## src/rtl/alu_sequencer_pkg.sv

```systemverilog
// alu_sequencer_pkg: shared widths, opcode values, FSM state encoding, microcode
//   select encodings and the final-result helper for the ALU sequencer.
//   No ports; imported by alu_sequencer and alu_seq_microcode.
package alu_sequencer_pkg;

  localparam int WORD_SIZE      = 16;
  localparam int OPCODE_SIZE    = 4;
  localparam int SEQ_MAX_PASSES = 3;
  localparam int PASS_W         = $clog2(SEQ_MAX_PASSES);

  typedef logic [OPCODE_SIZE-1:0] opcode_t;
  typedef logic [WORD_SIZE-1:0]   word_t;
  typedef logic [PASS_W-1:0]      pass_t;

  // Opcode values. Anything from 4'd11 up is unsupported.
  localparam opcode_t OP_NOT  = 4'd0;
  localparam opcode_t OP_AND  = 4'd1;
  localparam opcode_t OP_OR   = 4'd2;
  localparam opcode_t OP_XOR  = 4'd3;
  localparam opcode_t OP_ADD  = 4'd4;
  localparam opcode_t OP_SUB  = 4'd5;
  localparam opcode_t OP_ADDI = 4'd6;
  localparam opcode_t OP_ANDI = 4'd7;
  localparam opcode_t OP_LT   = 4'd8;
  localparam opcode_t OP_EQ   = 4'd9;
  localparam opcode_t OP_COMP = 4'd10;

  typedef enum logic [1:0] {
    SEQ_IDLE    = 2'd0,
    SEQ_ISSUE   = 2'd1,
    SEQ_CAPTURE = 2'd2,
    SEQ_RESP    = 2'd3
  } seq_state_t;

  typedef enum logic [1:0] {IN1_A = 2'd0, IN1_B = 2'd1, IN1_T = 2'd2} in1_sel_t;
  typedef enum logic [1:0] {IN2_B = 2'd0, IN2_T = 2'd1, IN2_ONE = 2'd2} in2_sel_t;

  // Turns the last pass's ALU output t into the architectural result.
  // LT decides on operand MSBs when they differ; otherwise the sign of a-b.
  function automatic word_t seq_result(input opcode_t op, input word_t a,
                                       input word_t b, input word_t t);
    word_t r;
    case (op)
      OP_LT:          r = (a[WORD_SIZE-1] != b[WORD_SIZE-1]) ?
                          WORD_SIZE'(b[WORD_SIZE-1]) : WORD_SIZE'(t[WORD_SIZE-1]);
      OP_EQ, OP_COMP: r = WORD_SIZE'(t == '0);
      default:        r = t;
    endcase
    return r;
  endfunction

endpackage

```

## src/rtl/alu_seq_microcode.sv

```systemverilog
// alu_seq_microcode: purely combinational decode of (op, pass) into one ALU pass.
//   Ports: i_op, i_pass in; o_alu_op, o_in1_sel, o_in2_sel, o_last, o_legal out.
//   No state, no handshake; o_legal=0 for unsupported opcodes.
module alu_seq_microcode
  import alu_sequencer_pkg::*;
(
  input  opcode_t  i_op,
  input  pass_t    i_pass,
  output opcode_t  o_alu_op,
  output in1_sel_t o_in1_sel,
  output in2_sel_t o_in2_sel,
  output logic     o_last,
  output logic     o_legal
);

  always_comb begin
    o_alu_op  = OP_NOT;
    o_in1_sel = IN1_A;
    o_in2_sel = IN2_B;
    o_last    = 1'b1;
    o_legal   = 1'b1;
    case (i_op)
      OP_NOT, OP_AND, OP_OR, OP_XOR, OP_ADD: o_alu_op = i_op;
      // Immediate forms reuse the primitive gates; b already holds the immediate.
      OP_ADDI: o_alu_op = OP_ADD;
      OP_ANDI: o_alu_op = OP_AND;
      // a - b as a + (~b + 1); LT reads the sign of the same difference.
      OP_SUB, OP_LT: begin
        case (i_pass)
          2'd0: begin
            o_alu_op  = OP_NOT;
            o_in1_sel = IN1_B;
            o_in2_sel = IN2_B;
            o_last    = 1'b0;
          end
          2'd1: begin
            o_alu_op  = OP_ADD;
            o_in1_sel = IN1_T;
            o_in2_sel = IN2_ONE;
            o_last    = 1'b0;
          end
          default: begin
            o_alu_op  = OP_ADD;
            o_in1_sel = IN1_A;
            o_in2_sel = IN2_T;
          end
        endcase
      end
      OP_EQ, OP_COMP: o_alu_op = OP_XOR;
      default: o_legal = 1'b0;
    endcase
  end

endmodule

```

## src/rtl/alu_sequencer.sv

```systemverilog
// alu_sequencer: sequences one request at a time through the gate-level ALU as
//   1 or 3 primitive passes. Latency accept->resp_valid: 3 cycles single-pass,
//   7 cycles SUB/LT, 1 cycle illegal. Response held until resp_ready; req_ready
//   only in IDLE. Ports: clock/reset, req_* (valid/ready), resp_* (valid/ready),
//   alu_enable/alu_opcode/alu_in1/alu_in2 out, alu_out in.
//   Optional: ALU_SEQ_STATS_EN adds stat_ops / stat_passes counters.
module alu_sequencer
  import alu_sequencer_pkg::*;
(
  input  logic                   clock,
  input  logic                   reset,
  input  logic                   req_valid,
  output logic                   req_ready,
  input  logic [OPCODE_SIZE-1:0] req_opcode,
  input  logic [WORD_SIZE-1:0]   req_a,
  input  logic [WORD_SIZE-1:0]   req_b,
  output logic                   resp_valid,
  input  logic                   resp_ready,
  output logic [WORD_SIZE-1:0]   resp_data,
  output logic                   resp_illegal,
  output logic                   alu_enable,
  output logic [OPCODE_SIZE-1:0] alu_opcode,
  output logic [WORD_SIZE-1:0]   alu_in1,
  output logic [WORD_SIZE-1:0]   alu_in2,
`ifdef ALU_SEQ_STATS_EN
  output logic [31:0]            stat_ops,
  output logic [31:0]            stat_passes,
`endif
  input  logic [WORD_SIZE-1:0]   alu_out
);

  seq_state_t r_state;
  opcode_t    r_op;
  word_t      r_a, r_b;
  pass_t      r_pass;
  logic       r_last;
  logic       r_resp_valid, r_resp_illegal, r_alu_enable;
  word_t      r_resp_data, r_alu_in1, r_alu_in2;
  opcode_t    r_alu_opcode;

  // Next pass to issue: from the live request in IDLE, else from latched state.
  // In CAPTURE, alu_out is the t that the next pass consumes.
  logic     w_idle;
  opcode_t  w_nx_op;
  pass_t    w_nx_pass;
  word_t    w_nx_a, w_nx_b, w_nx_in1, w_nx_in2, w_result;
  opcode_t  w_mc_alu_op;
  in1_sel_t w_mc_in1_sel;
  in2_sel_t w_mc_in2_sel;
  logic     w_mc_last, w_mc_legal;

  assign w_idle    = (r_state == SEQ_IDLE);
  assign w_nx_op   = w_idle ? req_opcode : r_op;
  assign w_nx_pass = w_idle ? '0 : r_pass + 2'd1;
  assign w_nx_a    = w_idle ? req_a : r_a;
  assign w_nx_b    = w_idle ? req_b : r_b;

  alu_seq_microcode u_microcode (
    .i_op      (w_nx_op),
    .i_pass    (w_nx_pass),
    .o_alu_op  (w_mc_alu_op),
    .o_in1_sel (w_mc_in1_sel),
    .o_in2_sel (w_mc_in2_sel),
    .o_last    (w_mc_last),
    .o_legal   (w_mc_legal)
  );

  always_comb begin
    w_nx_in1 = w_nx_a;
    case (w_mc_in1_sel)
      IN1_B:   w_nx_in1 = w_nx_b;
      IN1_T:   w_nx_in1 = alu_out;
      default: w_nx_in1 = w_nx_a;
    endcase
    w_nx_in2 = w_nx_b;
    case (w_mc_in2_sel)
      IN2_T:   w_nx_in2 = alu_out;
      IN2_ONE: w_nx_in2 = WORD_SIZE'(1);
      default: w_nx_in2 = w_nx_b;
    endcase
  end

  assign w_result = seq_result(r_op, r_a, r_b, alu_out);

  always_ff @(posedge clock) begin
    if (reset) begin
      r_state        <= SEQ_IDLE;
      r_op           <= '0;
      r_a            <= '0;
      r_b            <= '0;
      r_pass         <= '0;
      r_last         <= 1'b0;
      r_resp_valid   <= 1'b0;
      r_resp_illegal <= 1'b0;
      r_resp_data    <= '0;
      r_alu_enable   <= 1'b0;
      r_alu_opcode   <= '0;
      r_alu_in1      <= '0;
      r_alu_in2      <= '0;
    end else begin
      // Enable is a single-cycle pulse; CAPTURE always sits low between passes.
      r_alu_enable <= 1'b0;
      case (r_state)
        SEQ_IDLE: begin
          if (req_valid) begin
            r_op   <= req_opcode;
            r_a    <= req_a;
            r_b    <= req_b;
            r_pass <= '0;
            if (w_mc_legal) begin
              r_alu_enable <= 1'b1;
              r_alu_opcode <= w_mc_alu_op;
              r_alu_in1    <= w_nx_in1;
              r_alu_in2    <= w_nx_in2;
              r_last       <= w_mc_last;
              r_state      <= SEQ_ISSUE;
            end else begin
              r_resp_valid   <= 1'b1;
              r_resp_illegal <= 1'b1;
              r_resp_data    <= '0;
              r_state        <= SEQ_RESP;
            end
          end
        end
        SEQ_ISSUE: r_state <= SEQ_CAPTURE;
        SEQ_CAPTURE: begin
          if (r_last) begin
            r_resp_valid   <= 1'b1;
            r_resp_illegal <= 1'b0;
            r_resp_data    <= w_result;
            r_state        <= SEQ_RESP;
          end else begin
            r_pass       <= w_nx_pass;
            r_alu_enable <= 1'b1;
            r_alu_opcode <= w_mc_alu_op;
            r_alu_in1    <= w_nx_in1;
            r_alu_in2    <= w_nx_in2;
            r_last       <= w_mc_last;
            r_state      <= SEQ_ISSUE;
          end
        end
        SEQ_RESP: begin
          if (resp_ready) begin
            r_resp_valid <= 1'b0;
            r_state      <= SEQ_IDLE;
          end
        end
        default: r_state <= SEQ_IDLE;
      endcase
    end
  end

  assign req_ready    = w_idle && !reset;
  assign resp_valid   = r_resp_valid;
  assign resp_data    = r_resp_data;
  assign resp_illegal = r_resp_illegal;
  assign alu_enable   = r_alu_enable;
  assign alu_opcode   = r_alu_opcode;
  assign alu_in1      = r_alu_in1;
  assign alu_in2      = r_alu_in2;

`ifdef ALU_SEQ_STATS_EN
  logic [31:0] r_stat_ops, r_stat_passes;

  always_ff @(posedge clock) begin
    if (reset) begin
      r_stat_ops    <= '0;
      r_stat_passes <= '0;
    end else begin
      if (r_state == SEQ_RESP && resp_ready) r_stat_ops <= r_stat_ops + 32'd1;
      if (r_state == SEQ_ISSUE) r_stat_passes <= r_stat_passes + 32'd1;
    end
  end

  assign stat_ops    = r_stat_ops;
  assign stat_passes = r_stat_passes;
`endif

endmodule

```

## config.mk

```make
export PLATFORM = sky130hd
export DESIGN_NAME = alu_sequencer
export DESIGN_NICKNAME = d
export VERILOG_FILES = /design/src/rtl/alu_sequencer_pkg.sv /design/src/rtl/alu_seq_microcode.sv /design/src/rtl/alu_sequencer.sv
export SDC_FILE = /design/constraint.sdc
export NUM_CORES = 1
export LEC_CHECK = 0
export CAP_MARGIN = 20
export CORE_MARGIN = 2
export CORE_UTILIZATION = 45
export CTS_CLUSTER_DIAMETER = 60
export DETAILED_ROUTE_END_ITERATION = 16
export HOLD_SLACK_MARGIN = 0.03
export PLACE_DENSITY = 0.89
export SLEW_MARGIN = 20
export SYNTH_ARGS = -nofsm -noshare
export SYNTH_HDL_FRONTEND = slang
export SYNTH_HIERARCHICAL = 1
export SYNTH_SLANG_ARGS = --single-unit
```

## constraint.sdc

```tcl
create_clock -name clock -period 2.55 [get_ports clock]
set_input_delay 0.255 -clock clock [delete_from_list [all_inputs] [get_ports clock]]
set_output_delay 0.255 -clock clock [all_outputs]
set_load 0.01 [all_outputs]
```

==> key figures, run 1 <==
Critical path
  • Crit path required time: between 2 and 3 ns
  • CP max FO: 30
  • Crit start category: register
  • Setup crit end kind: register
  • CP Class: register to register
  • Crit-path cells: or2_4 -> nand2_1 -> nand2_2 -> nor3b_4 -> o21ai_2 -> nor2_2 -> inv_1 -> ha_1 -> buf_12 -> a221oi_1 -> o32ai_1
  • Buffers and inverters on the worst path: 2
  • Critical path arrival: around 2.7 ns
  • Worst path slowest cell: dfxtp_1
  • Worst path max stage delay: roughly 0.37 ns
  • Top Family by Delay on Critical Path: simple AND/OR/NAND/NOR gates

Clock tree
  • CTS tree: built
  • Clk Latency, worst-skew pair: between 0.3 and 0.4 ns
  • Clock Path Buffers: 2
  • Postcts setup bufs: 0
  • CTS sink count: 96
  • CTS clk-pin slew, worst paths: approximately 0.09 ns
  • Inserted Clock Buffers: 9
  • Root Driver: clkbuf_8
  • H-tree depth: 3

Drt
  • Residual DRC: 0
  • Per-cell routed wire length: ~17 um
  • Final WL: roughly 14000 um
  • Vias per inst: about 5.8
  • DR iter-0 viols: ~480
  • DR pass1 iterations: 6
  • ANT nets after route: 0
  • Via count: around 4800

Synthesis
  • Seq/Total Area, Yosys: 41.9%
  • Syn_nets: around 660
  • Post-Synth XOR/XNOR Area: less than 1%
  • Post-synthesis adder-cell area fraction: 1.31%
  • Cell area after synthesis: around 4600 um^2
  • Commonest cells post-synth: nand2_1, dfxtp_1, a21oi_1
  • Post-synth top flop: dfxtp_1
  • Compound-Gate Fraction of Synth Area: between 20% and 30%
  • Avg Cell Area, Syn: between 7 and 8 um^2
  • Simple-gate share of the synthesized area: a little under a quarter
  • Area share of the largest cell type after synthesis: between 40% and 50%
  • Post-Syn Instances: about 600
  • Async S/R FF share, synth: 0%
  • Main combinational cell family by area after synthesis: simple AND/OR/NAND/NOR gates
  • EDFF count, synth: 0
  • Yosys reg bits: 96
  • Post-synth top area cell: dfxtp_1
  • Count leader, synth: nand2_1
  • Mux cell area share after synthesis: between 4 and 5%
  • Top post-synthesis cells by area: dfxtp_1, nand2_1, a21oi_1
  • YS warnings: 6
  • Yosys cell types: between 40 and 50

Floorplan
  • Number of core rows: 36
  • # IOs: 112
  • Core area: between 9000 and 10000 um^2
  • Initial cell density of the core: 46.7%
  • Die area: between 10000 and 15000 um^2
  • Die W: roughly 100 um
  • Die height: approximately 100 um

Power
  • Leak: 0.00224 uW
  • P per Cell Area: 684 nW/um^2
  • Worst vdd ir: 0.349 mV
  • Switching part of the total power: between 30% and 40%
  • Power share of the clock group: a little under a quarter
  • Internal power: about 2800 uW
  • Sequential power share: 42.7%
  • Combinational power share: between 30% and 40%
  • Sw power: between 1000 and 1500 uW

STA
  • Setup ws final: roughly 0.080 ns
  • Slew headroom: between 50% and 60%
  • Final-report max-slew violation count: 0
  • Achievable Freq: roughly 0.40 GHz
  • Final setup vio count: 0
  • Hold WS: 0.460 ns
  • Worst Skew: ~0.011 ns
  • Transition time of the tightest slew-check pin: around 0.67 ns
  • Final period utilization: ~97%
  • TNS Setup: 0 ns
  • Tmin final: between 2 and 2.5 ns
  • Fin. Hold Viols: 0

Finish
  • Share of layout cells above drive strength 1: around 11%
  • Area of the multi-input gates: about 2500 um^2
  • ANT cells: 0
  • Post-layout util: a little over three fifths
  • Fillers: 844
  • Register area: roughly 1900 um^2
  • Final Net Count: around 750
  • Non-Filler Instances: 831
  • Area Growth Syn to Fin: 34.0%

Global routing
  • Initial antenna violation count: 0
  • Vias in the first global route: about 4600
  • Total track usage: between 20% and 30%
  • Global route overflow: 0
  • Global-route wire length before repair: 22500 um
  • Largest net degree at the start of global routing: between 60 and 70

Placement
  • Gpl congestion: roughly 0.9
  • Post-place setup slack: -0.188 ns
  • HPWL Detailed: around 10000 um
  • Port bufs: between 100 and 150
  • Cells after DPL: a little over 800

Status
  • Status: complete, no violations

Min path
  • Hold crit path type: register to register

Job
  • Max-capacitance violation count: 0
placed cells by master, fill, tap and decap left out, types with 12 or more instances in the layout:
cell,Yosys,layout
dfxtp_1,96,96
inv_1,12,12
a21oi_1,77,77
nand2_1,161,160
o32ai_1,16,16
and3_1,15,15
nor2_1,47,45
o21ai_0,20,19
buf_4,8,19
clkdlybuf4s50_1,0,110
mux2_2,16,16
a22oi_1,18,18
tightest hold or removal path: cells and delay by family (launching register included):
kind	cells	cell delay [ns]
simple gates	1	0.05
compound gates	1	0.05
flops	1	0.32
final timing paths:
kind / slack, ns / start / to / depth (start not counted)
setup / recovery: 0.08 / r_state[0]$_SDFFE_PP0P_ / alu_in1[6]$_SDFFE_PP0P_ / 11
hold / removal: 0.46 / r_a[14]$_SDFFE_PP0P_ / r_a[14]$_SDFFE_PP0P_ / 2
setup reg to reg: 0.08 / r_state[0]$_SDFFE_PP0P_ / alu_in1[6]$_SDFFE_PP0P_ / 11
hold reg to reg: 0.46 / r_a[14]$_SDFFE_PP0P_ / r_a[14]$_SDFFE_PP0P_ / 2
cell families (layout without fill, tap and decap cells):
logic type,after synthesis,after routing
xor+xnor,2,2
flops,96,96
fa+ha+maj,5,5
mux,18,18
simple gates,249,249
other cells,1,1
buf+inv,62,164
compound gates,163,163
through the flow:
step	total power, uW	cell area, um^2
after global placement	3180	5910
after detailed placement	3230	5910
after floorplan	2630	4650
final	4200	6140
after CTS	4180	6110
after global routing	4390	6140
cell type report:
class,instances,share of cell area [%]
multi-input combinational,438,39.9
inverter,12,0.734
tap,133,2.71
clock inverter,3,0.428
timing repair buffer,136,22.3
sequential,96,31.3
clock buffer,13,2.59
routing by layer:
layer	wire (um)	track usage [%]	share of wire [%]
met1	5990	34.4	43
met2	6410	40.0	46
met3	1270	4.24	9.1
met4	295	9.05	2.1
met5	0	0	0
sequential cells by signal, indices dropped and copies added, names as in the netlist:
| signal | cells |
|---|---|
| alu_opcode | 4 |
| resp_illegal | 1 |
| r_state | 2 |
| resp_data | 16 |
| alu_enable | 1 |
| r_op | 4 |
| r_a | 16 |
| r_pass | 2 |
| resp_valid | 1 |
| r_b | 16 |
| alu_in2 | 16 |
| alu_in1 | 16 |
| r_last | 1 |
power by group through the flow:
stage | logic, uW | registers (uW) | clock network (uW)
6_report | 1460 | 1790 | 952
2_1_floorplan | 794 | 1830 | 0
4_1_cts | 1430 | 1790 | 960
3_5_place_dp | 1410 | 1820 | 0
5_1_grt | 1570 | 1810 | 1010
3_3_place_gp | 1360 | 1820 | 0
what timing repair did:
item / CTS / global route
resized for setup: 4 / 5
cloned: 0 / 0
setup endpoints to repair: 4 / 20
hold buffers: 0 / 0
Note: power is estimated with default switching activity, not from simulation.
==> run 2: changes to the inputs <==
SLEW_MARGIN = 40   (was 20)
==> results of run 2 <==
Final layout, timing and power as in run 1 (identical DEF).
